[src/rtl/regfile_sb_pkg.sv]
// Shared definitions for the scoreboarded register file.
package regfile_sb_pkg;

  localparam int unsigned XLEN_DEF  = 32;
  localparam int unsigned NREGS_DEF = 32;
  localparam int unsigned AW_DEF    = $clog2(NREGS_DEF);

  typedef logic [XLEN_DEF-1:0] reg_bus_t;
  typedef logic [AW_DEF-1:0]   reg_addr_bus_t;

  localparam logic READ_SUCCEED = 1'b1;
  localparam logic READ_FAILED  = 1'b0;

  localparam reg_bus_t ZERO_WORD = '0;

endpackage

[src/rtl/regfile_sb_rdport.sv]
// One read port: reset/enable/x0 gating, ordered forwarding, write-back
// bypass, scoreboard stall, then the array value.
module regfile_sb_rdport
  import regfile_sb_pkg::*;
#(
  parameter int unsigned XLEN  = XLEN_DEF,
  parameter int unsigned NREGS = NREGS_DEF,
  parameter int unsigned AW    = $clog2(NREGS),
  parameter int unsigned NFWD  = 2
) (
  input  logic                 rst,
  input  logic                 en,
  input  logic [AW-1:0]        addr,
  input  logic [NFWD-1:0]      fwd_we,
  input  logic [NFWD-1:0]      fwd_rdy,
  input  logic [NFWD*AW-1:0]   fwd_waddr,
  input  logic [NFWD*XLEN-1:0] fwd_wdata,
  input  logic                 wb_we,
  input  logic [AW-1:0]        wb_waddr,
  input  logic [XLEN-1:0]      wb_wdata,
  input  logic [NREGS-1:0]     sb_busy,
  input  logic [XLEN-1:0]      arr_data,
  output logic                 ok_c,
  output logic [XLEN-1:0]      data_c
);

  logic [NFWD-1:0] hit;
  logic            hit_any;
  logic            hit_rdy;
  logic [XLEN-1:0] hit_data;

  // Address match per forwarding source
  for (genvar i = 0; i < NFWD; i++) begin : g_match
    assign hit[i] = fwd_we[i] && (fwd_waddr[i*AW +: AW] == addr);
  end

  // Pick the youngest matching source, then apply the port priority chain
  always_comb begin
    hit_any  = 1'b0;
    hit_rdy  = 1'b0;
    hit_data = '0;
    ok_c     = READ_FAILED;
    data_c   = '0;
    for (int i = int'(NFWD) - 1; i >= 0; i--) begin
      if (hit[i]) begin
        hit_any  = 1'b1;
        hit_rdy  = fwd_rdy[i];
        hit_data = fwd_wdata[i*XLEN +: XLEN];
      end
    end
    if (rst || !en) begin
      ok_c = READ_FAILED;
    end else if (addr == '0) begin
      ok_c = READ_SUCCEED;
    end else if (hit_any) begin
      ok_c   = hit_rdy;
      data_c = hit_rdy ? hit_data : '0;
    end else if (wb_we && (wb_waddr == addr)) begin
      ok_c   = READ_SUCCEED;
      data_c = wb_wdata;
    end else if (sb_busy[addr]) begin
      ok_c = READ_FAILED;
    end else begin
      ok_c   = READ_SUCCEED;
      data_c = arr_data;
    end
  end

endmodule

[src/rtl/regfile_sb.sv]
// Register file with NRD read ports, ordered forwarding and a pending-write
// scoreboard that stalls reads of long-latency destinations until write-back.
module regfile_sb
  import regfile_sb_pkg::*;
#(
  parameter int unsigned XLEN  = XLEN_DEF,
  parameter int unsigned NREGS = NREGS_DEF,
  parameter int unsigned AW    = $clog2(NREGS),
  parameter int unsigned NRD   = 2,
  parameter int unsigned NFWD  = 2
) (
  input  logic                 clk,
  input  logic                 rst,
  input  logic                 wb_we,
  input  logic [AW-1:0]        wb_waddr,
  input  logic [XLEN-1:0]      wb_wdata,
  input  logic [NFWD-1:0]      fwd_we,
  input  logic [NFWD-1:0]      fwd_rdy,
  input  logic [NFWD*AW-1:0]   fwd_waddr,
  input  logic [NFWD*XLEN-1:0] fwd_wdata,
  input  logic                 iss_valid,
  input  logic [AW-1:0]        iss_rd,
  input  logic                 iss_long,
  input  logic                 flush,
  input  logic [NRD-1:0]       rd_en,
  input  logic [NRD*AW-1:0]    rd_addr,
  output logic [NRD-1:0]       rd_ok,
  output logic [NRD*XLEN-1:0]  rd_data,
  output logic [NREGS-1:0]     sb_busy
);

  logic [XLEN-1:0]  regs [NREGS-1:1];
  logic [NREGS-1:0] sb;
  logic [NREGS-1:0] sb_next;

  // Register array; x0 is not stored
  always_ff @(posedge clk) begin
    if (rst) begin
      for (int r = 1; r < int'(NREGS); r++) regs[r] <= '0;
    end else if (wb_we && (wb_waddr != '0)) begin
      regs[wb_waddr] <= wb_wdata;
    end
  end

  // Scoreboard next state: issue set beats write-back clear, flush beats all
  always_comb begin
    sb_next = sb;
    if (wb_we) sb_next[wb_waddr] = 1'b0;
    if (iss_valid && iss_long) sb_next[iss_rd] = 1'b1;
    sb_next[0] = 1'b0;
    if (flush) sb_next = '0;
  end

  // Scoreboard register
  always_ff @(posedge clk) begin
    if (rst) sb <= '0;
    else     sb <= sb_next;
  end

  assign sb_busy = sb;

  for (genvar p = 0; p < NRD; p++) begin : g_port
    logic [AW-1:0]   addr;
    logic [XLEN-1:0] arr_data;

    assign addr     = rd_addr[p*AW +: AW];
    assign arr_data = (addr == '0) ? '0 : regs[addr];

    regfile_sb_rdport #(
      .XLEN  (XLEN),
      .NREGS (NREGS),
      .AW    (AW),
      .NFWD  (NFWD)
    ) u_rdport (
      .rst       (rst),
      .en        (rd_en[p]),
      .addr      (addr),
      .fwd_we    (fwd_we),
      .fwd_rdy   (fwd_rdy),
      .fwd_waddr (fwd_waddr),
      .fwd_wdata (fwd_wdata),
      .wb_we     (wb_we),
      .wb_waddr  (wb_waddr),
      .wb_wdata  (wb_wdata),
      .sb_busy   (sb),
      .arr_data  (arr_data),
      .ok_c      (rd_ok[p]),
      .data_c    (rd_data[p*XLEN +: XLEN])
    );
  end

endmodule

[config.mk]
export PLATFORM = sky130hd
export DESIGN_NAME = regfile_sb
export DESIGN_NICKNAME = d
export VERILOG_FILES = /design/src/rtl/regfile_sb_pkg.sv /design/src/rtl/regfile_sb_rdport.sv /design/src/rtl/regfile_sb.sv
export SDC_FILE = /design/constraint.sdc
export NUM_CORES = 2
export LEC_CHECK = 0
export CELL_PAD_IN_SITES_DETAIL_PLACEMENT = 1
export CELL_PAD_IN_SITES_GLOBAL_PLACEMENT = 1
export CORE_UTILIZATION = 45
export CTS_CLUSTER_SIZE = 10
export DETAILED_ROUTE_END_ITERATION = 10
export PLACE_DENSITY = 0.72
export SYNTH_ARGS = -nofsm -noshare
export SYNTH_HDL_FRONTEND = slang
export SYNTH_SLANG_ARGS = --single-unit
[constraint.sdc]
create_clock -name clk -period 3.2 [get_ports clk]
set_input_delay 0.32 -clock clk [delete_from_list [all_inputs] [get_ports clk]]
set_output_delay 0.32 -clock clk [all_outputs]
set_load 0.02 [all_outputs]
==> flow_metrics.env <==
export IMPL_avgSynthCellArea_um2=13.46
export IMPL_grt_pass1_vias=46970
export IMPL_ios=236
export IMPL_drtIter0Drc=6433
export IMPL_synth_cells=4358
export IMPL_synthFlopType="edfxtp_1"
export IMPL_fin_skew_ns=0
export IMPL_final_common_cell="edfxtp_1"
export IMPL_wl_per_cell_um=36.67
export IMPL_drive_gt1_frac=0.3066
export IMPL_drcViolationCount=0
export IMPL_cp_arrival_ns=3.58
export IMPL_setup_violations=66
export IMPL_slew_headroom=0.08375
export IMPL_grt_max_degree=45
export IMPL_routed_via_density=6.665
export IMPL_synth_edff_count=1024
export IMPL_ir_drop_mv=0.4722
export IMPL_dieWidth_um=363
export IMPL_holdWs_ns=0.3494
export IMPL_worst_pin_slew_ns=1.373
export IMPL_placed_area_um2=68240
export IMPL_violations="setup timing"
export IMPL_cts_buffers=120
export IMPL_rsz0062_at_grt="true"
export IMPL_maxSlewViolCount=0
export IMPL_overflow=0
export IMPL_powerDensity_nw_per_um2=474.7
export IMPL_worst_setup_path_start_kind="flop"
export IMPL_clockBufferDepth=3
export IMPL_synth_distinct_cells=54
export IMPL_core_area_um2=129300
export IMPL_clk_latency_ns=0.75
export IMPL_syn_cell_area_um2=58640
export IMPL_flow_area_growth_from_synthesis_pct=24.19
export IMPL_cts_htree_levels=3
export IMPL_end_kind="primary output"
export IMPL_tritoncts="done"
export IMPL_final_cells=6807
export IMPL_worstPathRequired_ns=2.88
export IMPL_fin_crit_sh=1.218
export IMPL_status="finished with violations"
export IMPL_fin_nets=5140
export IMPL_vias=45370
export IMPL_num_rows=132
export IMPL_max_freq_mhz=256.6
export IMPL_cp_max_fo=6
export IMPL_track_usage=0.3765
export IMPL_leakage_nw=26.32
export IMPL_tns_ns=-29.73
export IMPL_dp_cells=6591
export IMPL_grt_first_pass_wirelength_um=348500
export IMPL_cts_hold_buf=0
export IMPL_final_antenna_net_count=0
export IMPL_fin_ws_ns=-0.6972
export IMPL_root_buffer="clkbuf_16"
export IMPL_yosysWarnings=0
export IMPL_drt_total_wl_um=249600
export IMPL_finalHoldViolCount=0
export IMPL_start_util=0.4535
export IMPL_detail_route_first_pass_iterations=7
export IMPL_async_reset_ff_frac=0
export IMPL_yosysSeqAreaShare=0.5349
export IMPL_antenna_found_initial=12
export IMPL_synth_seq_cells=1055
export IMPL_min_path_type="in2reg"
export IMPL_finalCriticalPeriod_ns=3.897
export IMPL_n_fill_cell=12520
export IMPL_gp_congestion=1.023
export IMPL_stdcell_area_um2=72830
export IMPL_clock_sinks=1055
export IMPL_crit_type="reg2out"
export IMPL_maxCapViolCount=0
export IMPL_mostFrequentLayoutCells="edfxtp_1, and2_1, buf_4"
export IMPL_dp_hpwl_um=170000
export IMPL_die_h_um=363
export IMPL_clk_pin_slew_ns=0.06
export IMPL_design_die_area_um2=131800
export IMPL_portBuffers=234
report_power, final:
part	total, mW	switching, mW	internal (mW)
Sequential	16.3	0.422	15.9
Clock	12.6	5.65	6.96
Combinational	5.64	3.21	2.44
Total	34.6	9.28	25.3
metrics by stage:
step | worst slack, ns | total power [mW] | utilization
after floorplan | 0.003756 | 19.00 | -
after global placement | -1.065 | 21.68 | 0.5277
after detailed placement | -1.070 | 21.83 | 0.5277
after CTS | -0.6163 | 34.42 | 0.5603
after global routing | -0.6785 | 35.25 | 0.5631
final | -0.6972 | 34.57 | 0.5632
synthesized netlist by cell type, drive strengths merged (51+ instances only):
cell,instances,share of area
nand2,132,0.0084
mux4,402,0.15
clkbuf,362,0.023
and2,996,0.11
a21oi,117,0.010
nor2,51,0.0033
o21ai,67,0.0057
a211oi,95,0.012
edfxtp,1024,0.52
nor3,53,0.0045
mux2i,293,0.050
nand3,98,0.0084
a22oi,226,0.029
buf,106,0.0095
per-layer routing:
layer	share of wire	wire [um]	vias to the layer above	GRT usage
met5	0.00032	80	-	0
met3	0.12	30370	677	0.1025
met4	0.067	16810	2	0.2284
met1	0.36	90900	23640	0.4802
met2	0.45	111500	3171	0.5741
li1	-	-	17880	-
area by class of cell:
| class | count | area (um2) | share of cell area |
|---|---|---|---|
| Multi-Input combinational cell | 2866 | 26460 | 0.3634 |
| Tap cell | 1742 | 2180 | 0.02993 |
| Clock inverter | 14 | 113.9 | 0.001563 |
| Sequential cell | 1055 | 31380 | 0.4309 |
| Antenna cell | 6 | 15.01 | 0.0002062 |
| Timing Repair Buffer | 958 | 9414 | 0.1293 |
| Inverter | 1 | 3.754 | 0.00005154 |
| Clock buffer | 165 | 3254 | 0.04469 |
critical path, stage by stage, from the launching register on:
cell	delay [ns]
dfxtp_2	0.31
mux4_2	0.48
mux4_2	0.52
a22oi_4	0.23
buf_12	0.18
nand4_4	0.25
buf_6	0.22
o211ai_1	0.30
buf_4	0.19
buf_6	0.11
cell families (layout without fill, tap and decap cells):
| logic type | Yosys count | count (layout) | share of synthesized area |
|---|---|---|---|
| simple gates | 1528 | 1528 | 0.1535 |
| other cells | 1 | 39 | 0.00006394 |
| buf+inv | 469 | 1138 | 0.03271 |
| xor+xnor | 30 | 30 | 0.004480 |
| flops | 1055 | 1055 | 0.5349 |
| compound gates | 548 | 548 | 0.06379 |
| mux | 727 | 727 | 0.2105 |
path summary, 6_finish.rpt:
check,to,from,cells past startpoint,slack [ns]
worst max-delay path,rd_data[6],sb_busy[29]$_SDFF_PP0_,9,-0.70
worst min-delay path,sb_busy[27]$_SDFF_PP0_,iss_rd[0],3,0.35
worst max register to register,sb_busy[11]$_SDFF_PP0_,sb_busy[11]$_SDFF_PP0_,3,2.40
worst min register to register,sb_busy[10]$_SDFF_PP0_,sb_busy[10]$_SDFF_PP0_,2,0.51
flip-flops by register name, summed over array words and instances (netlist names):
register,count
sb_busy,31
regs,1024
what timing repair did:
item | 4_1_cts | 5_1_grt
setup endpoints to repair | 66 | 66
cloned | 2 | 0
gates resized for setup | 430 | 65
pin swaps | 43 | 28
setup buffers | 23 | 15
Power figures use the tool's default switching activity.
